--- src/rtl/seq_pattern_tx_if.sv ---
// Handshake and serial-stream bundle for seq_pattern_tx.
// The requester drives start/data/reps. The transmitter returns status and the serial bit.
interface seq_pattern_tx_if #(
    parameter int WIDTH = 8,
    parameter int CNT_W = 4
);
    logic             start;
    logic [WIDTH-1:0] data;
    logic [CNT_W-1:0] reps;
    logic             ready;
    logic             out;
    logic             out_valid;
    logic             busy;
    logic             done;

    modport master (
        output start, data, reps,
        input  ready, out, out_valid, busy, done
    );

    modport slave (
        input  start, data, reps,
        output ready, out, out_valid, busy, done
    );
endinterface

--- src/rtl/seq_pattern_tx.sv ---
// Serial pattern transmitter. It shifts a captured WIDTH-bit pattern out MSB-first,
// repeating it reps times with GAP idle cycles between repetitions.
module seq_pattern_tx #(
    parameter int WIDTH = 8,
    parameter int CNT_W = 4,
    parameter int GAP   = 2
) (
    input  logic            clk,
    input  logic            rst,
    seq_pattern_tx_if.slave bus
);
    localparam int BW = $clog2(WIDTH);
    localparam int GW = (GAP > 1) ? $clog2(GAP) : 1;
    localparam logic [BW-1:0] LAST_BIT = BW'(WIDTH - 1);

    typedef enum logic [1:0] {S_IDLE, S_SHIFT, S_GAP} state_t;

    state_t             state, state_n;
    logic [WIDTH-1:0]   shadow;
    logic [BW-1:0]      bitcnt;
    logic [BW-1:0]      bit_idx;
    logic [CNT_W-1:0]   rep_left;
    logic               done_q;
    logic               bit_last;
    logic               gap_last;

    assign bit_last = (bitcnt == LAST_BIT);
    assign bit_idx  = LAST_BIT - bitcnt;

    // State register
    always_ff @(posedge clk) begin
        if (rst) state <= S_IDLE;
        else     state <= state_n;
    end

    // Next-state logic
    always_comb begin
        // NOTE: default assignment first so no path through the case infers a latch.
        state_n = state;
        unique case (state)
            S_IDLE:  if (bus.start && (bus.reps != '0)) state_n = S_SHIFT;
            S_SHIFT: if (bit_last) begin
                         if (rep_left == CNT_W'(1)) state_n = S_IDLE;
                         else if (GAP > 0)          state_n = S_GAP;
                         else                       state_n = S_SHIFT;
                     end
            S_GAP:   if (gap_last) state_n = S_SHIFT;
            default: state_n = S_IDLE;
        endcase
    end

    // Pattern shadow and counters. The shadow is cleared on reset so that a
    // stray index can never expose a previous request's bits.
    always_ff @(posedge clk) begin
        if (rst) begin
            shadow   <= '0;
            bitcnt   <= '0;
            rep_left <= '0;
            done_q   <= 1'b0;
        end else begin
            // NOTE: non-blocking assignments keep every register sampling pre-edge values.
            done_q <= 1'b0;
            unique case (state)
                S_IDLE: if (bus.start) begin
                    shadow   <= bus.data;
                    rep_left <= bus.reps;
                    bitcnt   <= '0;
                    done_q   <= (bus.reps == '0);
                end
                S_SHIFT: if (bit_last) begin
                    bitcnt   <= '0;
                    rep_left <= rep_left - CNT_W'(1);
                    done_q   <= (rep_left == CNT_W'(1));
                end else begin
                    bitcnt   <= bitcnt + BW'(1);
                end
                default: ;
            endcase
        end
    end

    // The gap counter exists only in builds that insert idle cycles.
    if (GAP > 0) begin : g_gap
        logic [GW-1:0] gapcnt;
        always_ff @(posedge clk) begin
            if (rst)                 gapcnt <= '0;
            else if (state != S_GAP) gapcnt <= '0;
            else if (gap_last)       gapcnt <= '0;
            else                     gapcnt <= gapcnt + GW'(1);
        end
        assign gap_last = (gapcnt == GW'(GAP - 1));
    end else begin : g_nogap
        assign gap_last = 1'b1;
    end

    // Outputs decoded from registered state only
    always_comb begin
        bus.ready     = (state == S_IDLE);
        bus.busy      = (state != S_IDLE);
        bus.out_valid = (state == S_SHIFT);
        bus.out       = (state == S_SHIFT) && shadow[bit_idx];
        bus.done      = done_q;
    end
endmodule

--- src/flat_wrapper.sv ---
// flat-port wrapper written by rule: the top's interface ports become plain ports
module seq_pattern_tx_flat 
#(
    parameter int WIDTH = 8,
    parameter int CNT_W = 4,
    parameter int GAP   = 2
)
  (clk, rst, bus_start, bus_data, bus_reps, bus_ready, bus_out, bus_out_valid, bus_busy, bus_done);
  seq_pattern_tx_if #(.WIDTH(WIDTH), .CNT_W(CNT_W)) bus_i ();
  input  logic clk;
  input  logic rst;
  input wire logic [$bits(bus_i.start)-1:0] bus_start;
  input wire logic [$bits(bus_i.data)-1:0] bus_data;
  input wire logic [$bits(bus_i.reps)-1:0] bus_reps;
  output wire logic [$bits(bus_i.ready)-1:0] bus_ready;
  output wire logic [$bits(bus_i.out)-1:0] bus_out;
  output wire logic [$bits(bus_i.out_valid)-1:0] bus_out_valid;
  output wire logic [$bits(bus_i.busy)-1:0] bus_busy;
  output wire logic [$bits(bus_i.done)-1:0] bus_done;
  assign bus_i.start = bus_start;
  assign bus_i.data = bus_data;
  assign bus_i.reps = bus_reps;
  assign bus_ready = bus_i.ready;
  assign bus_out = bus_i.out;
  assign bus_out_valid = bus_i.out_valid;
  assign bus_busy = bus_i.busy;
  assign bus_done = bus_i.done;
  seq_pattern_tx #(.WIDTH(WIDTH), .CNT_W(CNT_W), .GAP(GAP)) u_core (.clk(clk), .rst(rst), .bus(bus_i));
endmodule
--- config.mk ---
export PLATFORM = sky130hd
export DESIGN_NAME = seq_pattern_tx_flat
export DESIGN_NICKNAME = d
export VERILOG_FILES = /design/src/rtl/seq_pattern_tx_if.sv /design/src/rtl/seq_pattern_tx.sv /design/src/flat_wrapper.sv
export SDC_FILE = /design/constraint.sdc
export NUM_CORES = 1
export LEC_CHECK = 0
export ABC_AREA = 0
export CORE_AREA = 2 2 54 61
export DETAILED_ROUTE_END_ITERATION = 8
export DIE_AREA = 0 0 56 63
export PLACE_DENSITY_LB_ADDON = 0.25
export SLEW_MARGIN = 30
export SYNTH_ARGS = -nofsm -noshare
export SYNTH_HDL_FRONTEND = slang
export SYNTH_SLANG_ARGS = --single-unit
--- constraint.sdc ---
create_clock -name clk -period 1.43 [get_ports clk]
set_input_delay 0.2145 -clock clk [delete_from_list [all_inputs] [get_ports clk]]
set_output_delay 0.2145 -clock clk [all_outputs]
set_load 0.005 [all_outputs]
* After elaboration in Yosys (flattened, before gate mapping)
Cells that the tools add are included.
** Word-level totals
- Register bits after elaboration :: 19
- Input bits :: 15
- Output and inout port bits :: 5
- Word-level logic and storage cells :: 48
** Operators by class
- Add/sub/neg operators :: 4
- $lt $le $gt $ge :: 1
- Eq/ne operators :: 9
- Muxes and demuxes :: 16
- Reduce and logical (&&, ||, !) cells :: 12
** Operators by type and width (number)
- 2-to-1 mux 2 bit :: 4
- 2-to-1 mux 4 bit :: 2
- case mux 4 bit (2 select lines) :: 1
- 2-to-1 mux 3 bit :: 2
- inequality test 2 x 1 -> 1 bit (second input constant) :: 3
- case mux 2 bit (3 select lines) :: 1
- case mux 3 bit (2 select lines) :: 1
- AND reduction 3 bit :: 2
- == test 4 x 1 -> 1 bit (second input constant) :: 1
- logical NOT 4 bit :: 1
- < comparator 3 x 4 -> 1 bit (second input constant) :: 1
- inequality test 2 bit (second input constant) :: 2
- AND reduction 2 bit :: 2
- nonzero test 2 bit :: 2
- nonzero test 4 bit :: 1
- subtractor 4 x 1 -> 4 bit (second input constant) :: 1
- adder 3 x 1 -> 3 bit (second input constant) :: 1
- binary-select mux 1 bit (select 3 bit) :: 1
- == test 3 bit (second input constant) :: 1
- 2-to-1 mux 1 bit :: 3
- OR reduction 3 bit :: 1
- subtractor 3 bit (first input constant) :: 1
- == test 2 x 1 -> 1 bit (second input constant) :: 1
- == test 2 bit (second input constant) :: 1
- 4 further kinds :: 5

* Logic depth before layout (Yosys ltp)
- Word-level depth :: 4
- Mapped depth :: 6
- Depth with buffers taken out :: 5

* Worst setup path after synthesis
No wires, ideal clock.
- Path kind :: register -> register
- Start point :: reg u_core.bitcnt[0]
- End point :: reg u_core.rep_left[0]
- Arrival :: 1.332 ns
- Data required time :: 1.335 ns
- Setup slack :: 0.003 ns
- Cell stages (with the launch flop) :: 6
- Period minus slack after synthesis :: 1.427 ns
- Cell sequence :: dfxtp_1 -> ha_1 -> ha_1 -> mux2_2 -> o211ai_1 -> a221oi_1
** On the way
- Cells in the longest elaborated chain, start to end :: 3
** RTL lines
- start: declaration :: RTL line seq_pattern_tx.sv:20 : logic [BW-1:0] bitcnt;
- start signal: assignment :: RTL line seq_pattern_tx.sv:75 : bitcnt <= bitcnt + BW'(1);
- == test 3 bit :: RTL line seq_pattern_tx.sv:27 : assign bit_last = (bitcnt == LAST_BIT);
- inequality test 2 x 1 -> 1 bit (no line)
- AND reduction 3 bit (no line)
- end signal: assignment :: RTL line seq_pattern_tx.sv:66 : rep_left <= bus.reps;
- end signal: assignment :: RTL line seq_pattern_tx.sv:72 : rep_left <= rep_left - CNT_W'(1);
- end: declaration :: RTL line seq_pattern_tx.sv:22 : logic [CNT_W-1:0] rep_left;
No other way between the ends.
A chain may end at the register's enable or synchronous reset.

* Worst setup path after layout
- Start point :: reg u_core.bitcnt[0]
- End point :: out bus_out
** On the way
- Cells in the longest elaborated chain, start to end :: 4
** RTL lines
- subtractor 3 bit :: RTL line seq_pattern_tx.sv:28 : assign bit_idx = LAST_BIT - bitcnt;
- binary-select mux 1 bit (select 3 bit) :: RTL line seq_pattern_tx.sv:101 : bus.out = (state == S_SHIFT) && shadow[bit_idx];
- 2-to-1 mux 1 bit (implied by the code) :: RTL line seq_pattern_tx.sv:101
- logical AND 1 bit :: RTL line seq_pattern_tx.sv:101
- end: declaration :: RTL line flat_wrapper.sv:16 : output wire logic [$bits(bus_i.out)-1:0] bus_out;
No other way between the ends. The select of a mux whose other input is x is not followed.

==> results.cfg <==
[grt]
antenna_found_initial = 0
grt_pass1_vias = 889
grt-ovfl-total = 0
grt.total_usage_pct = 13.20
grt_pass1_wl_microns = 3822
grt_max_degree = 15

[clocking]
cts_hold_buf = 0
cts_buffers = 3
cts_buffer_depth = 2
path_clk_slew_ns = 0.10
cts_tree = done
root_buffer = clkbuf_4
clkLatencyLatePin_ns = 0.29
cts_max_level = 1
cts_sinks = 19

[synthesis]
synth_compound_area_share_pct = 17.41
yosys-mux-area-fraction_pct = 7.751
synth_xor_area_share_pct = 0
synth_top_family_by_area = simple AND/OR/NAND/NOR gates
synth_top_cell_by_area = dfxtp_1
synth_ff_type = dfxtp_1
synth_top_cell_area_share_pct = 38.63
ys_seq_area_share_pct = 38.63
synthAdderAreaFrac_pct = 5.083
synth_nets = 129
netlist_top_cells_area = dfxtp_1 39%, nand2_1 7.2%, a21oi_1 6.6%
synth_edf_count = 0
synth-seq-cells = 19
syn_avg_cell_area_sq_um = 8.952
yosys.area_share.simple_pct = 24.40
netlist_area_sq_um = 984.7
synth_cell_types = 37
syn_inst = 110
async_flop_share_pct = 0
yosys_warnings = 0

[placement]
place_ws_ns = -0.2612
io_buffers = 19
gp_congestion = 0.8054
place_inst = 171
hpwl_microns = 1694

[route]
final_antenna_net_count = 0
via_count = 880
drc = 0
viasPerCell = 5.000
wl_microns = 2153
avgRoutedWirePerCell_microns = 12.23
drt-pass1-iter-count = 4
drtIter0Drc = 8

[timing]
finalClockSkew_ns = 0.001076
hold_violations = 0
relSlewSlack_pct = 83.78
setup_slack_ns = -0.2260
fin_crit_ns = 1.656
rsz0062_at_grt = yes
drv_slew = 0
worst_pin_slew_ns = 0.2386
tns_ns = -1.282
fin_crit_sh_pct = 115.8
max_freq_mhz = 603.9
final-setup-viol-count = 9

[hold_path]
hold_path.class = reg -> reg

[die]
start_util_pct = 33.46
die_y_microns = 63
core.rowCount = 21
die-area_sq_um = 3528
ios = 20
fp.coreArea_sq_um = 2943
dieWidth_microns = 56

[power_and_ir_drop]
power_density_nw_per_um2 = 831.6
peakVddDrop_uv = 658.8
power.leakage_nw = 0.5287
total_power_mw = 1.114

[finish]
syn_to_final_growth_pct = 36.09
final_cell_mix = 19 x nand2_1, 15 x clkdlybuf4s50_1, 15 x buf_4, 15 x dfxtp_1, 13 x a21oi_1
utilization_pct = 45.54
instances_no_fill = 176
drive_gt1_share_pct = 23.94
nFillCells = 304
num_antenna_cells = 0
layout_commonest_cell = nand2_1
fin_nets = 162

[setup_path]
crit_required_ns = 1.22
crit_chain = mux4_2, mux2i_1, nor2_1, buf_2
max_stage_delay_ns = 0.49
r2r-end = u_core.rep_left[0]
crit_path_end_kind = primary output
reg2reg_depth = 6
critPathSlowestCell = mux4_2
crit_type = reg -> out
r2r_setup_slack_ns = -0.17
crit_end = bus_out
arrival_ns = 1.44
critPathLaunchType = flop
crit_start = u_core.bitcnt[0]
crit_fanout = 2
r2r-start = u_core.bitcnt[0]

[job]
cap_violations = 0

[status]
violations = setup timing
status = finished, violations left
==> sequential cells by signal (all words and copies together) (netlist names) <==
register             cells
u_core.g_gap.gapcnt      1
u_core.rep_left          4
u_core.state             2
u_core.bus.done          1
u_core.bitcnt            3
u_core.shadow            8
==> how the worst min path moves through the flow <==
stage / from / end / cells past startpoint
after floorplan: bus_data[0] / u_core.shadow[0] / 2
after global placement: u_core.g_gap.gapcnt / u_core.g_gap.gapcnt / 1
after detailed placement: u_core.g_gap.gapcnt / u_core.g_gap.gapcnt / 1
after CTS: bus_data[5] / u_core.shadow[5] / 3
after global routing: bus_data[5] / u_core.shadow[5] / 3
final: u_core.g_gap.gapcnt / u_core.g_gap.gapcnt / 1
==> cells in the mapped netlist, drive strengths merged, types with 2 or more instances <==
cell    count
nand2b      3
nand3b      2
nor3b       2
dfxtp      19
buf         5
or3b        2
nor4        2
inv         5
nor4bb      2
ha          4
or3         3
mux2i       2
nor2        5
o32ai       2
a31oi       2
mux4        2
nand2      19
a21oi      13
clkbuf      2
==> worst max-delay path: cells and delay by family, from the launching register on <==
kind	cells	cell delay (ns)
buffers and inverters	1	0.12
flip-flops	1	0.35
multiplexers	2	0.63
AND/OR/NAND/NOR	1	0.05
==> report_power, final <==
part	leakage [nW]	internal (mW)	switching, mW
combinational	0.357	0.155	0.112
sequential	0.157	0.561	0.0212
clock	0.0150	0.108	0.157
==> repair_timing <==
| action | CTS | global route |
|---|---|---|
| gates resized for setup | 13 | 4 |
| pin swaps | 1 | 1 |
| cloned | 0 | 0 |
| endpoints found under the setup margin | 12 | 12 |
| setup buffers | 1 | 0 |
==> routing by layer <==
metal,track usage (%),up-vias,routed length [microns]
met5,0,-,0
li1,-,460,-
met1,17.03,403,1027
met4,2.679,0,9
met2,22.65,15,1046
met3,2.692,2,69
==> layout make-up <==
cell class,instances,area [sq um],share of cell area [%]
Inverter,5,18.77,1.401
Multi-Input combinational cell,79,555.5,41.46
Sequential cell,19,385.4,28.76
Tap cell,34,42.54,3.175
Clock buffer,4,26.28,1.961
Timing Repair Buffer,35,311.5,23.25
==> through the flow <==
| stage | hold slack, ns | area [sq um] |
|---|---|---|
| after global routing | 0.4481 | 1340 |
| final | 0.4488 | 1340 |
| after global placement | 0.4298 | 1295 |
| after detailed placement | 0.4332 | 1295 |
| after floorplan | 0.3505 | 984.7 |
| after CTS | 0.4417 | 1336 |
==> logic make-up after synthesis <==
kind of cell | count (synthesis)
flip-flops | 19
multiplexers | 5
adder cells (fa/ha/maj) | 4
AO/OA/AOI/OAI | 26
buffers and inverters | 12
AND/OR/NAND/NOR | 44
No activity file was read; power rests on OpenSTA's default activity.
==> RTL edit 1, RTL diff (config.mk and constraints unchanged) <==
The 3 states of `state_t` get a one-hot encoding in 3 bits.
--- a/src/rtl/seq_pattern_tx.sv
+++ b/src/rtl/seq_pattern_tx.sv
@@ -15,3 +15,3 @@
 
-    typedef enum logic [1:0] {S_IDLE, S_SHIFT, S_GAP} state_t;
+    typedef enum logic [2:0] {S_IDLE = 3'b001, S_SHIFT = 3'b010, S_GAP = 3'b100} state_t;
 
Check against the original RTL: same outputs for any inputs over 10 cycles, from zero or initial values and one cycle with rst high; not proved beyond that.
==> RTL edit 1 against the unedited design <==
  * The run still ends with setup timing left
  * Design area up 26%
  * Sequential cell count is 1 higher
  * Worst setup slack got worse by 0.046 ns
  * Area after synthesis increased by 5.6%
  * Total power increased by 26%
  * First-iteration DRC count grew to 4.3 times the old value
  * Routed wire length rose by 31%
  * Via count up 18%
  * Combinational power is 19% higher
  * Largest cell class unchanged
==> RTL edit 1: results (changes against the unedited design) <==
fin nets 180 (+11%); final setup violation count 11 (+2); CTS clk-pin slew, worst paths 0.13 ns (+0.03 ns); Seq power 608 µW (+4.5%); share of layout cells above drive strength 1 0.3938 (+0.1543); gpl congestion 0.7911 (-1.8%); Peak supply drop 0.5864 mV (-11%); Top Registers u_core.shadow (8), u_core.rep_left (4); CP max-delay cell mux4_2; slew at the pin with the worst max-slew slack 0.3153 ns (+0.07675 ns); synth unique cells 38 (+2.7%); TNS Setup -1.056 ns (+0.2260 ns); syn nets 140 (+8.5%); H-tree depth 1 (unchanged); Tot GR Track Use 0.1523 (+0.02033); skew final 0.003448 ns (+0.002372 ns); worst slack at placement -0.2584 ns (+0.002798 ns); Hold WC Path Type in2reg; setup ws final -0.2725 ns (-0.04648 ns); status finished with violations; Mapped Cells 121 (+10%); part of the Yosys area used for sequential elements 0.3851 (-0.001199); final wirelength 2817 µm (+31%); router iterations before antenna repair 6 (+2); Cell Count, Final, Fillers Out 194 (+10%); Clk network pwr share 0.341 (+0.103); Vias/cell 5.351 (+7.0%); synth cell count leaders nand2_1, dfxtp_1, a21oi_1, inv_1, buf_2; worst-path maximum fanout 3 (+1); number of global-route vias before repair 984 (+11%); Power Clock 480 µW (+81%); synthesis warning total 0 (unchanged); Internal Power 1049 µW (+27%); first-pass GRT wire length 4353 µm (+14%); Area after DPL 0.001383 mm² (+6.8%); Bufs on Longest Clock Path 2 (unchanged); pin count of the biggest net entering global routing 13 (-2); synth top area cells dfxtp_1, nand2_1, a21oi_1; fillers 257 (-15%); Leak 0.0006119 µW (+16%); Initial DRC Count 34 (+26); DPL Wire Length 1836 µm (+8.4%); failing checks setup timing; Crit path arrival time 1.49 ns (+0.05 ns)
[RTL edit 1: worst paths after layout]
| kind | cells after the start | to | slack (ns) | from |
|---|---|---|---|---|
| setup / recovery | 4 | bus_out | -0.27 | u_core.bitcnt[0] |
| hold / removal | 3 | u_core.shadow[7] | 0.44 | bus_data[7] |
| setup reg to reg | 7 | u_core.state[1] | -0.18 | u_core.bitcnt[0] |
| hold reg to reg | 2 | u_core.shadow[4] | 0.46 | u_core.shadow[4] |
[RTL edit 1: cell families (layout without fill, tap and decap cells)]
| kind of cell | count (synthesis) | count (layout) | synth area share |
|---|---|---|---|
| flops | 20 | 20 | 0.3851 |
| simple gates | 47 | 47 | 0.2443 |
| mux | 6 | 6 | 0.08183 |
| buf+inv | 16 | 55 | 0.06619 |
| compound gates | 28 | 28 | 0.1745 |
| fa+ha+maj | 4 | 4 | 0.04814 |
[RTL edit 1: per-layer routing]
metal | vias to the layer above | share of wire | GRT usage
li1 | 517 | - | -
met1 | 492 | 0.44 | 0.1880
met2 | 25 | 0.51 | 0.2544
met3 | 4 | 0.035 | 0.02277
met4 | 0 | 0.013 | 0.07738
met5 | - | 0 | 0
[RTL edit 1: cell type report]
class                           instances  area (µm²)  area share
Clock buffer                            3       22.52     0.01338
Multi-Input combinational cell         85       708.2      0.4208
Timing Repair Buffer                   43       437.9      0.2602
Clock inverter                          1       30.03     0.01784
Inverter                                8       32.53     0.01933
Sequential cell                        20       409.1      0.2431
Tap cell                               34       42.54     0.02528
[RTL edit 1: repair_timing]
action | 4_1_cts | 5_1_grt
gates resized for setup | 35 | 23
setup buffers | 9 | 3
setup endpoints to repair | 12 | 22
pin swaps | 11 | 5
==> RTL edit 2, RTL diff (same settings) <==
Without the edit above. `WIDTH` is set to 8 in 3 places; all go to 16.
--- a/src/rtl/seq_pattern_tx_if.sv
+++ b/src/rtl/seq_pattern_tx_if.sv
@@ -3,3 +3,3 @@
 interface seq_pattern_tx_if #(
-    parameter int WIDTH = 8,
+    parameter int WIDTH = 16,
     parameter int CNT_W = 4
--- a/src/rtl/seq_pattern_tx.sv
+++ b/src/rtl/seq_pattern_tx.sv
@@ -3,3 +3,3 @@
 module seq_pattern_tx #(
-    parameter int WIDTH = 8,
+    parameter int WIDTH = 16,
     parameter int CNT_W = 4,
--- a/src/flat_wrapper.sv
+++ b/src/flat_wrapper.sv
@@ -3,3 +3,3 @@
 #(
-    parameter int WIDTH = 8,
+    parameter int WIDTH = 16,
     parameter int CNT_W = 4,
Interface: changed (resized bus_data); port bits go from 20 to 28. No check against the original RTL was run, so the function may have changed too.
==> RTL edit 2 against the unedited design <==
  * The flow still finishes with violations (setup timing)
  * Final cell count rose by 40%
  * Core utilization is 20 points higher
  * Routed wire length is 48% higher
  * Global-route usage rose by 6.0 points
  * Design area is 45% higher
  * Total power is 72% higher
  * Highest routed layer unchanged
  * Area after synthesis grew 41%
  * Sequential cell count rose by 9
  * Worst setup slack worse by 0.18 ns
  * Critical path depth rose by 1
==> RTL edit 2: results (changes against the unedited design) <==
CTS clk-pin slew, worst paths 0.14 ns (+0.04 ns); status finished with violations; worst hold path stage count 3 (+2); Internal Power 1355 µW (+64%); Hold Slack 0.4118 ns (-0.03700 ns); Leak 0.0007532 µW (+42%); first-pass GRT wire length 5533 µm (+45%); GRT met2 Usage 0.3603 (+0.1338); met1 global-route usage 0.2128 (+0.04255); Peak supply drop 0.5879 mV (-11%); TNS Setup -0.5787 ns (+0.7035 ns); Initial DRC Count 44 (+36); setup bufs post-CTS 6 (+5); part of the Yosys area used for sequential elements 0.4029 (+0.01660); final setup violation count 5 (-4); skew final 0.001049 ns (-0.00002684 ns); met3 wire length 174 µm (+150%); synth cell count leaders nand2_1, dfxtp_1, a21oi_1, nor2_1; Routed met1 length 1351 µm (+32%); failing checks setup timing; DPL Wire Length 2323 µm (+37%); Clock Latency Late Sink 0.33 ns (+0.04 ns); share of layout cells above drive strength 1 0.2676 (+0.02817); Crit path arrival time 1.62 ns (+0.18 ns); number of global-route vias before repair 1335 (+50%); placed cells 237 (+39%); Area after DPL 0.001805 mm² (+39%); sequential share of power 0.469 (-0.053); hold endpoint u_core.shadow[2]; R2R Setup Slk -0.05 ns (+0.12 ns); final wirelength 3184 µm (+48%); Hold Crit Start bus_data[2]; synth unique cells 41 (+11%); worst slack at placement -0.3730 ns (-0.1118 ns); routed length on met2 1610 µm (+54%); pin count of the biggest net entering global routing 29 (+14); post-CTS sizing 29 (+16); syn nets 193 (+50%); port bufs 27 (+8); Mapped Cells 167 (+52%); Tot GR Track Use 0.1917 (+0.05975); setup ws final -0.4033 ns (-0.1773 ns); Vias/cell 5.486 (+9.7%); synth top area cells dfxtp_1, nand2_1, a21oi_1; Psw 563.3 µW (+94%); gpl congestion 0.8499 (+5.5%); fillers 247 (-19%)
==> RTL edit 2: cell count changes in the layout (fill, tap and decap cells not counted), moves of 4 or more <==
cell and delta:
nand2_1 +21, nor2_1 +7, buf_4 +5, dfxtp_1 +8
o21ai_1 +4, buf_6 +4, clkdlybuf4s50_1 +8, a21oi_1 +8
==> RTL edit 2: cells by family after synthesis <==
logic type      after synthesis  share of synthesized area
simple gates                 71                     0.2320
compound gates               41                     0.1925
flops                        28                     0.4029
buf+inv                      16                    0.06743
mux                           8                    0.07823
fa+ha+maj                     3                    0.02698
==> RTL edit 2: area by class of cell <==
class / count / area [µm²] / share of cell area
timing repair buffer: 53 / 489.2 / 0.2521
sequential: 28 / 566.8 / 0.2921
tap: 34 / 42.54 / 0.02192
clock buffer: 4 / 36.28 / 0.01870
inverter: 5 / 18.77 / 0.009671
multi-input combinational: 123 / 787.0 / 0.4055
